<file path="src/rtl/uart_pkg.sv">
// uart_pkg: constants shared by the UART transmitter and receiver.
// Holds the common 3-bit state encoding, the oversampling ratio and the
// legal stop-period tick counts.
package uart_pkg;

  localparam logic [2:0] IDLE   = 3'd0;
  localparam logic [2:0] START  = 3'd1;
  localparam logic [2:0] DATA   = 3'd2;
  localparam logic [2:0] STOP   = 3'd3;
  localparam logic [2:0] PARITY = 3'd4;

  localparam int OVERSAMPLE = 16;

  localparam int SB_1   = 16;
  localparam int SB_1P5 = 24;
  localparam int SB_2   = 32;

  typedef enum logic [2:0] {
    ST_IDLE   = IDLE,
    ST_START  = START,
    ST_DATA   = DATA,
    ST_STOP   = STOP,
    ST_PARITY = PARITY
  } state_e;

  // Map an SB_TICK value to the one actually used; anything other than
  // 1, 1.5 or 2 stop bits falls back to a single stop bit.
  function automatic int sb_legal(input int sb);
    return (sb == SB_1 || sb == SB_1P5 || sb == SB_2) ? sb : SB_1;
  endfunction

endpackage

</file>
<file path="src/rtl/uart_transmitter.sv">
// uart_transmitter: serialises one D_BITS word per request as
// start bit, data LSB-first, optional even parity, then stop bit(s).
// Bit timing comes from the shared 16x oversampling tick s_tick.
// Optional feature: define UART_TX_PARITY_EN to insert an even-parity bit
// between the data bits and the stop period.
module uart_transmitter
  import uart_pkg::*;
#(
  parameter int D_BITS  = 8,
  parameter int SB_TICK = 16
) (
  input  logic              clk,
  input  logic              reset,
  input  logic              s_tick,
  input  logic              tx_start,
  input  logic [D_BITS-1:0] tx_din,
  output logic              tx,
  output logic              tx_busy,
  output logic              tx_done_tick
);

  localparam int              N_W         = (D_BITS > 1) ? $clog2(D_BITS) : 1;
  localparam logic [4:0]      S_BIT_LAST  = 5'(OVERSAMPLE - 1);
  localparam logic [4:0]      S_STOP_LAST = 5'(sb_legal(SB_TICK) - 1);
  localparam logic [N_W-1:0]  N_LAST      = N_W'(D_BITS - 1);

  state_e            state_q, state_d;
  logic [4:0]        s_q, s_d;
  logic [N_W-1:0]    n_q, n_d;
  logic [D_BITS-1:0] b_q, b_d;
  logic              tx_q, tx_d;
  logic              done_d;
`ifdef UART_TX_PARITY_EN
  logic              par_q, par_d;
`endif

  // Next-state, counter, shifter and Mealy done-pulse logic; tx_d is the
  // line level belonging to the next state so the pad sees a clean flop.
  always_comb begin
    state_d = state_q;
    s_d     = s_q;
    n_d     = n_q;
    b_d     = b_q;
    done_d  = 1'b0;
`ifdef UART_TX_PARITY_EN
    par_d   = par_q;
`endif
    case (state_q)
      ST_IDLE: begin
        if (tx_start) begin
          b_d     = tx_din;
          s_d     = 5'd0;
          state_d = ST_START;
`ifdef UART_TX_PARITY_EN
          par_d   = ^tx_din;
`endif
        end
      end
      ST_START: begin
        if (s_tick) begin
          if (s_q == S_BIT_LAST) begin
            s_d     = 5'd0;
            n_d     = '0;
            state_d = ST_DATA;
          end else begin
            s_d = s_q + 5'd1;
          end
        end
      end
      ST_DATA: begin
        if (s_tick) begin
          if (s_q == S_BIT_LAST) begin
            s_d = 5'd0;
            b_d = b_q >> 1;
            if (n_q == N_LAST) begin
`ifdef UART_TX_PARITY_EN
              state_d = ST_PARITY;
`else
              state_d = ST_STOP;
`endif
            end else begin
              n_d = n_q + N_W'(1);
            end
          end else begin
            s_d = s_q + 5'd1;
          end
        end
      end
`ifdef UART_TX_PARITY_EN
      ST_PARITY: begin
        if (s_tick) begin
          if (s_q == S_BIT_LAST) begin
            s_d     = 5'd0;
            state_d = ST_STOP;
          end else begin
            s_d = s_q + 5'd1;
          end
        end
      end
`endif
      ST_STOP: begin
        if (s_tick) begin
          if (s_q == S_STOP_LAST) begin
            done_d  = 1'b1;
            state_d = ST_IDLE;
          end else begin
            s_d = s_q + 5'd1;
          end
        end
      end
      default: begin
        // Illegal encoding: fall back to an idle, high line.
        state_d = ST_IDLE;
        s_d     = 5'd0;
      end
    endcase

    case (state_d)
      ST_START: tx_d = 1'b0;
      ST_DATA:  tx_d = b_d[0];
`ifdef UART_TX_PARITY_EN
      ST_PARITY: tx_d = par_d;
`endif
      default:  tx_d = 1'b1;
    endcase
  end

  // State registers; reset forces the line high immediately and aborts any frame.
  always_ff @(posedge clk or posedge reset) begin
    if (reset) begin
      state_q <= ST_IDLE;
      s_q     <= 5'd0;
      n_q     <= '0;
      b_q     <= '0;
      tx_q    <= 1'b1;
`ifdef UART_TX_PARITY_EN
      par_q   <= 1'b0;
`endif
    end else begin
      state_q <= state_d;
      s_q     <= s_d;
      n_q     <= n_d;
      b_q     <= b_d;
      tx_q    <= tx_d;
`ifdef UART_TX_PARITY_EN
      par_q   <= par_d;
`endif
    end
  end

  assign tx           = tx_q;
  assign tx_busy      = (state_q != ST_IDLE);
  assign tx_done_tick = done_d;

endmodule
</file>
<file path="config.mk">
export PLATFORM = sky130hd
export DESIGN_NAME = uart_transmitter
export DESIGN_NICKNAME = d
export VERILOG_FILES = /design/src/rtl/uart_pkg.sv /design/src/rtl/uart_transmitter.sv
export SDC_FILE = /design/constraint.sdc
export NUM_CORES = 1
export LEC_CHECK = 0
export CAP_MARGIN = 0
export CORE_MARGIN = 5
export CORE_UTILIZATION = 51
export CTS_CLUSTER_SIZE = 25
export DETAILED_ROUTE_END_ITERATION = 8
export GPL_TIMING_DRIVEN = 0
export HOLD_SLACK_MARGIN = 0.06
export PLACE_DENSITY = 0.74
export SETUP_SLACK_MARGIN = 0.2
export SYNTH_ARGS = -nofsm -noshare
export SYNTH_HDL_FRONTEND = slang
export SYNTH_SLANG_ARGS = --single-unit
</file>
<file path="constraint.sdc">
create_clock -name clk -period 2.45 [get_ports clk]
set_input_delay 0.49 -clock clk [delete_from_list [all_inputs] [get_ports clk]]
set_output_delay 0.49 -clock clk [all_outputs]
set_load 0.01 [all_outputs]
</file>
; Yosys cells after proc, flatten, opt, wreduce, memory -nomap -nowiden
; Cells that the tools add are included.
[word_totals]
elab_cells = 61
in_bits = 12
reg_bits = 20
[classes]
muxes = 29
eq_ne = 16
reduce_logical = 8
add_sub_neg = 2
[op_table]
columns = op, count
row1 = two-way mux 3 bit, 13
row2 = two-way mux 5 bit, 5
row3 = two-way mux 8 bit, 3
row4 = "inequality test 2 bit, second input constant", 8
row5 = case mux 8 bit (2 select lines), 1
row6 = case mux 5 bit (3 select lines), 1
row7 = case mux 3 bit (4 select lines), 1
row8 = "== test 3 x 2 -> 1 bit, second input constant", 3
row9 = AND reduction 4 bit, 2
row10 = "== test 3 x 1 -> 1 bit, second input constant", 2
row11 = case mux 3 bit (2 select lines), 1
row12 = AND reduction 6 bit, 1
row13 = "adder 5 x 1 -> 5 bit, second input constant", 1
row14 = "== test 5 x 4 -> 1 bit, second input constant", 1
row15 = nonzero test 2 bit, 2
row16 = "adder 3 x 1 -> 3 bit, second input constant", 1
row17 = "== test 3 bit, second input constant", 1
row18 = logical NOT 3 bit, 1
row19 = two-way mux 1 bit, 3
row20 = nonzero test 3 bit, 1
row21 = "inequality test 2 x 1 -> 1 bit, second input constant", 1
row22 = case mux 1 bit (2 select lines), 1
row23 = OR reduction 2 bit, 1

; Logic depth before layout (Yosys ltp)
; Gate-level depths: netlist (run 1).
[logic_depth]
word_depth = 7
depth_mapped = 9

; Least setup slack after synthesis (run 1)
; No wires, ideal clock.
[synth_path]
path_kind = reg2reg
start = register s_q[0]
end = register tx_q (netlist: tx)
n_path_buf = 0
stages_incl_launch_ff = 9
required_time_ps = 2366
arrival_time_ps = 1869
path_slack_ps = 497
synth_period_minus_slack_ps = 1953
cell_sequence = dfrtp_1 -> ha_1 -> inv_1 -> nor3_1 -> ha_1 -> nand2_4 -> or4b_1 -> o21ai_1 -> a31oi_1
[synth_via]
elab_chain_len = 6
[synth_lines]
columns = item, line_no
row1 = from (decl), uart_transmitter.sv:28  ; logic [4:0] s_q, s_d;
row2 = from (signal assigned), uart_transmitter.sv:132  ; s_q <= 5'd0;
row3 = from (signal assigned), uart_transmitter.sv:141  ; s_q <= s_d;
row4 = == test 5 x 4 -> 1 bit *, "uart_transmitter.sv:61, uart_transmitter.sv:72, uart_transmitter.sv:103"
row5 = "two-way mux 3 bit, on equally long branches", "uart_transmitter.sv:103, uart_transmitter.sv:72, uart_transmitter.sv:61"
row6 = "two-way mux 3 bit, on equally long branches", "uart_transmitter.sv:102, uart_transmitter.sv:71, uart_transmitter.sv:60"
row7 = case mux 3 bit (4 select lines), uart_transmitter.sv:48  ; case (state_q)
row8 = == test 3 x 2 -> 1 bit or == test 3 x 1 -> 1 bit (tied branches), uart_transmitter.sv:118  ; case (state_d)
row9 = case mux 1 bit (2 select lines) *, uart_transmitter.sv:118
row10 = net tx_d, uart_transmitter.sv:31  ; logic tx_q, tx_d;
row11 = to (signal assigned), uart_transmitter.sv:144  ; tx_q <= tx_d;
row12 = to (decl), uart_transmitter.sv:31
; The timed path passes the listed nets; every way through them passes the cells marked *. The select of a mux whose other input is x is not followed.
; A chain may end at the register's enable or synchronous reset.

; Final worst setup path (run 1)
[layout_path]
start = register s_q[1]
end = output port tx_done_tick
[layout_via]
elab_chain_len = 4
[layout_lines]
columns = item, line_no
row1 = == test 5 x 4 -> 1 bit, uart_transmitter.sv:103  ; if (s_q == S_STOP_LAST) begin
row2 = two-way mux 1 bit, uart_transmitter.sv:103
row3 = two-way mux 1 bit, uart_transmitter.sv:102  ; if (s_tick) begin
row4 = two-way mux 1 bit, uart_transmitter.sv:48
row5 = to (decl), uart_transmitter.sv:19  ; output logic tx_done_tick
; No other way between the ends.

==> results.md, run 1 <==
- Crit path max-delay cell type: dfrtp_1
- Worst skew pair latency: 300 ps
- Worst setup endpoint: tx_done_tick
- Final ANT Viol Nets: 0
- Switching part of the total: 0.261
- Synth Area in Adders: 0.0611
- Post-Synth XOR/XNOR Area: 0.00713
- P&R area growth vs syn: 23.0%
- # port buffers: 14
- Most frequent cell after synthesis: dfrtp_1
- Die width: 59.1 um
- Outcome: finished clean
- Final worst path period need: 2190 ps
- Die area: 3490 um2
- H-tree levels: 1
- Number of diodes: 0
- Synth area leaders: dfrtp_1, ha_1, a22o_1
- Worst-path clk slew: 120 ps
- First drt pass iteration count: 4
- Mux cell area share after synthesis: 0.0530
- Synth Area in Simple Gates: 0.190
- Initial antenna violation count: 0
- Synth Flop Type: dfrtp_1
- Placed instance area: 1400 um2
- # clock sinks: 20
- Worst path cell trace: ha_2, inv_1, nor3_4, ha_2, nand2_2, nor2_1, buf_2
- Crit Path Class: reg2out
- WL met1: 1.19 mm
- Final setup vio count: 0
- Fin. max-slew vios: 0
- Capture point of the worst reg-to-reg path: s_q[0]
- Core Area: 2250 um2
- Crit path depth: 7
- Worst Path Max Fanout: 3
- R2R Path Start: s_q[1]
- Dpl ws: -56.1 ps
- Synthesized cell area: 1230 um2
- Syn nets: 136
- Tot GR Track Use: 0.165
- DR WL met3: 81 um
- FP Rows: 17
- Asr flop ratio synth: 1.00
- Post-route cell area: 1510 um2
- Worst path most repeated cell: ha_2
- Clk pwr share: 0.280
- Nets@finish: 162
- Average instance area after synthesis: 10.4 um2
- Power share of the combinational group: 0.184
- Main combinational cell family by area after synthesis: compound AO/OA/AOI/OAI gates
- Drt wl/cell: 15.6 um
- Final Hold Fails: 0
- Initial drt markers: 32
- Die height: 59.1 um
- Fmax achieved: 457 MHz
- Post-synthesis cell type count: 44
- Worst hold slack: 491 ps
- Least-Margin Pin Slew: 787 ps
- Power Density: 462 nW/um2
- MaxCap Viol Count: 0
- Top Family by Delay on Critical Path: flip-flops
- P_sw: 182 uW
- Largest net degree at the start of global routing: 21
- CP Buf/Inv Count: 2
- Share of cells above drive strength 1: 0.259
- Flop pwr share: 0.536
- Setup TNS: 0 ps
- Crit share post-route: 0.893
- VDD IR-drop max: 362 uV
- Post-synth top cells: dfrtp_1, inv_1, nand3_1
- Ports: 15
- Critical path arrival: 1700 ps
- Worst path required time: 1960 ps
- Synth Area in Compound Gates: 0.209
- Share of the synthesized area in the top cell type: 0.387
- Vias: 988
- Vias in the first global route: 1,013
- Worst setup SP type: flip-flop
- Yosys top cell by area: dfrtp_1
- RePlAce Congestion: 0.760
- Clk root buf: clkbuf_4
- Initial Util: 0.545
- Int Power: 516 uW
- Hold buffers post-CTS: 0
- Final Skew: 9.37 ps
- # DRC: 0
- Vias per Instance: 5.78
- Worst setup margin: 263 ps
- EDFF count, synth: 0
- TritonCTS Buffers: 3
- Total detailed-routing wirelength: 2.67 mm
- First-pass GRT wire length: 4.51 mm
- Slowest stage delay, CP: 400 ps
- Seq/Total Area, Yosys: 0.408
- HP Start: b_q[6]
- Max clock buf depth: 2
- R2R cell count: 8
- Internal reg-to-reg setup slack: 280 ps
- Seq cells post-synth: 20
- Met2 wire len: 1.40 mm
- Design Power: 698 uW
- Critical Path Source: s_q[1]
- Max_slew headroom: 0.475
- Tightest Hold Check Type: reg2reg
- Unrepaired setup endpoints after global routing: yes
- Max layer used: met4
- Total global routing overflow: 0
- Leakage: 0.730 nW
- Number of synthesis warnings: 0
- HPWL after DPL: 1.79 mm
- CTS tree: done
- Kind of end point of the critical path: output port
- Gate count of the mapped netlist: 118
==> metal layers <==
metal,vias up,track usage
met3,2,0.0240
met1,482,0.208
li1,480,-
met5,-,0
met4,0,0.0583
met2,24,0.285
==> placed cells by master, fill, tap and decap left out, types with 2 or more instances in the layout <==
cell type and count:
inv_1 9, a21oi_1 3, and3_1 2, nand3_1 8
mux2i_1 2, clkdlybuf4s50_1 12, o21a_1 2, nor3_1 2
a22o_1 7, a21o_1 6, clkbuf_4 4, ha_2 3
dfrtp_1 19, mux2_2 4, ha_1 3, buf_6 3
a31oi_1 2, buf_2 2, buf_4 8, nand2_1 4
or3_1 2, o32ai_1 2, nor2_1 7
==> registers in the layout, indices dropped and copies added (netlist names) <==
signal,count
n_q,3
state_q,3
b_q,8
tx,1
s_q,5
==> cells by family after synthesis <==
group,Yosys count
flops,20
simple gates,37
buf+inv,15
other cells,1
compound gates,32
fa+ha+maj,6
xor+xnor,1
mux,6
==> timing repair <==
action,CTS,global route
pin swaps,1,4
gates resized for setup,7,6
setup buffers,2,5
setup endpoints to repair,4,1
==> worst min path at each step <==
stage	endpoint	slack, ps	cells after the start
final	b_q[6]	490	1
after global routing	b_q[6]	530	1
after CTS	b_q[1]	490	1
after detailed placement	b_q[6]	470	1
after global placement	b_q[5]	460	1
after floorplan	b_q[0]	450	1
==> per-stage QoR <==
step | std cells | utilization
2_1_floorplan | 118 | -
3_3_place_gp | 160 | 0.623
3_5_place_dp | 160 | 0.623
4_1_cts | 166 | 0.652
5_1_grt | 171 | 0.670
6_report | 171 | 0.670
==> area by class of cell <==
cell class	count	area, um2
fill	186	743
multi-input combinational	83	664
sequential	20	502
timing repair buffer	21	186
buffer	6	53.8
clock buffer	4	36.3
tap	28	35.0
inverter	9	33.8
==> power by group through the flow <==
stage | Sequential [mW] | Clock, mW | Combinational [mW]
6_report | 0.374 | 0.195 | 0.128
5_1_grt | 0.379 | 0.217 | 0.142
4_1_cts | 0.374 | 0.204 | 0.126
3_5_place_dp | 0.381 | 0 | 0.123
3_3_place_gp | 0.379 | 0 | 0.119
2_1_floorplan | 0.377 | 0 | 0.0821
(Power assumes the default switching activity.)
==> run 2: changes to the inputs <==
- CORE_UTILIZATION: 51 -> 34
- PLACE_DENSITY: 0.74 -> default
==> results.md, run 2 (synthesized netlist as in run 1, its figures left out) <==
- Total global routing overflow: 0
- Max clock buf depth: 2
- Worst-path clk slew: 130 ps
- TritonCTS Buffers: 3
- Crit path max-delay cell type: dfrtp_1
- Die width: 70.1 um
- Max_slew headroom: 0.471
- Final setup vio count: 0
- Leakage: 0.743 nW
- Drt wl/cell: 13.6 um
- Worst Path Max Fanout: 3
- Worst skew pair latency: 310 ps
- H-tree levels: 1
- VDD IR-drop max: 247 uV
- Fmax achieved: 464 MHz
- Most common cell after layout, fill and taps aside: dfrtp_1
- Fillers: 347
- Post-route cell area: 1550 um2
- CP Buf/Inv Count: 2
- FP Rows: 21
- Vias per Instance: 5.08
- Critical Path Source: s_q[1]
- Power Density: 503 nW/um2
- Total detailed-routing wirelength: 2.56 mm
- Worst path most repeated cell: ha_2
- Worst setup margin: 295 ps
- Die area: 4920 um2
- Commonest non-fill, non-tap cells in the layout: dfrtp_1, clkdlybuf4s50_1, inv_1
- P&R area growth vs syn: 26.3%
- Final worst path period need: 2160 ps
- Core Area: 3420 um2
- R2R Path Start: s_q[0]
- Ports: 15
- Largest net degree at the start of global routing: 21
- Die height: 70.1 um
- Number of flip-flops in the largest register: 8
- First-pass GRT wire length: 4.68 mm
- Tot GR Track Use: 0.116
- Fin. max-slew vios: 0
- Initial Util: 0.360
- Vias: 955
- HPWL after DPL: 1.86 mm
- R2R cell count: 8
- Least-Margin Pin Slew: 792 ps
- Capture point of the worst reg-to-reg path: s_q[0]
- Final ANT Viol Nets: 0
- Kind of end point of the critical path: output port
- Post-Layout Cell Count: 188
- Hold Path Depth: 1
- Clk root buf: clkbuf_4
- Dpl ws: -130 ps
- Worst hold slack: 488 ps
- First drt pass iteration count: 4
- Number of diodes: 0
- Top reg by flops: b_q
- # port buffers: 14
- Outcome: finished clean
- Final Hold Fails: 0
- Crit share post-route: 0.880
- MaxCap Viol Count: 0
- HP Start: b_q[1]
- # DRC: 0
- Sequential cell area: 502 um2
- Unrepaired setup endpoints after global routing: yes
- Tightest Hold Check Type: reg2reg
- CTS tree: done
- Largest registers: b_q (8), s_q (5)
- RePlAce Congestion: 0.848
- # clock sinks: 20
- Vias in the first global route: 1,048
- Internal reg-to-reg setup slack: 320 ps
- Initial antenna violation count: 0
- Worst setup SP type: flip-flop
- Initial drt markers: 82
- Crit Path Class: reg2out
- Top Family by Delay on Critical Path: adder cells
- Share of cells above drive strength 1: 0.254
- Slowest stage delay, CP: 380 ps
- Critical path arrival: 1670 ps
- Placed Instances: 178
- Min-Delay Endpoint: b_q[1]
- Nets@finish: 161
- Multi-input logic area: 669 um2
- Placed instance area: 1430 um2
- Worst path required time: 1960 ps
- Final Skew: 3.87 ps
- Worst path cell trace: ha_2, inv_1, nor3_4, ha_2, nand2_4, nor2_2, clkbuf_2
## run 2: how the worst max path moves through the flow
stage / endpoint / slack, ps / cells past startpoint
after floorplan: tx / 500 / 8
after global placement: tx_done_tick / -80 / 4
after detailed placement: tx_done_tick / -130 / 7
after CTS: tx_done_tick / 90 / 7
after global routing: tx_done_tick / 180 / 7
final: tx_done_tick / 290 / 7
## run 2: through the flow
step | total power, mW | TNS [ps] | util
finish | 0.781 | 0 | 0.454
global placement | 0.499 | -78.0 | 0.418
floorplan | 0.459 | 0 | -
global route | 0.821 | 0 | 0.454
CTS | 0.787 | 0 | 0.445
detailed placement | 0.505 | -130 | 0.418
## run 2: final cells by class
type / instances / area share
repair buffers: 20 / 0.116
multi-input cells: 83 / 0.431
well taps: 46 / 0.0371
clock buffers: 3 / 0.0145
clock inverters: 1 / 0.0194
flip-flops and latches: 20 / 0.323
plain buffers: 6 / 0.0363
inverters: 9 / 0.0218
## run 2: timing repair
action                     in CTS  in global routing
pin swaps                       1                  3
setup endpoints to repair       5                  2
hold buffers                    0                  0
resized for setup               8                  7
buffers inserted                3                  3
gates cloned                    0                  0
## run 2: where the power goes
part | switching, mW | internal (mW)
combinational | 0.0608 | 0.0681
sequential | 0.0155 | 0.358
clock | 0.113 | 0.165
total | 0.189 | 0.592
## run 2: layer usage
metal / routed length (um) / up-vias / share of wire / GRT usage
met1: 1190 / 459 / 0.46 / 0.139
met2: 1260 / 17 / 0.49 / 0.204
met4: 31 / 0 / 0.012 / 0.0404
met5: 0 / - / 0 / 0
li1: - / 474 / - / -
met3: 80 / 5 / 0.031 / 0.0230
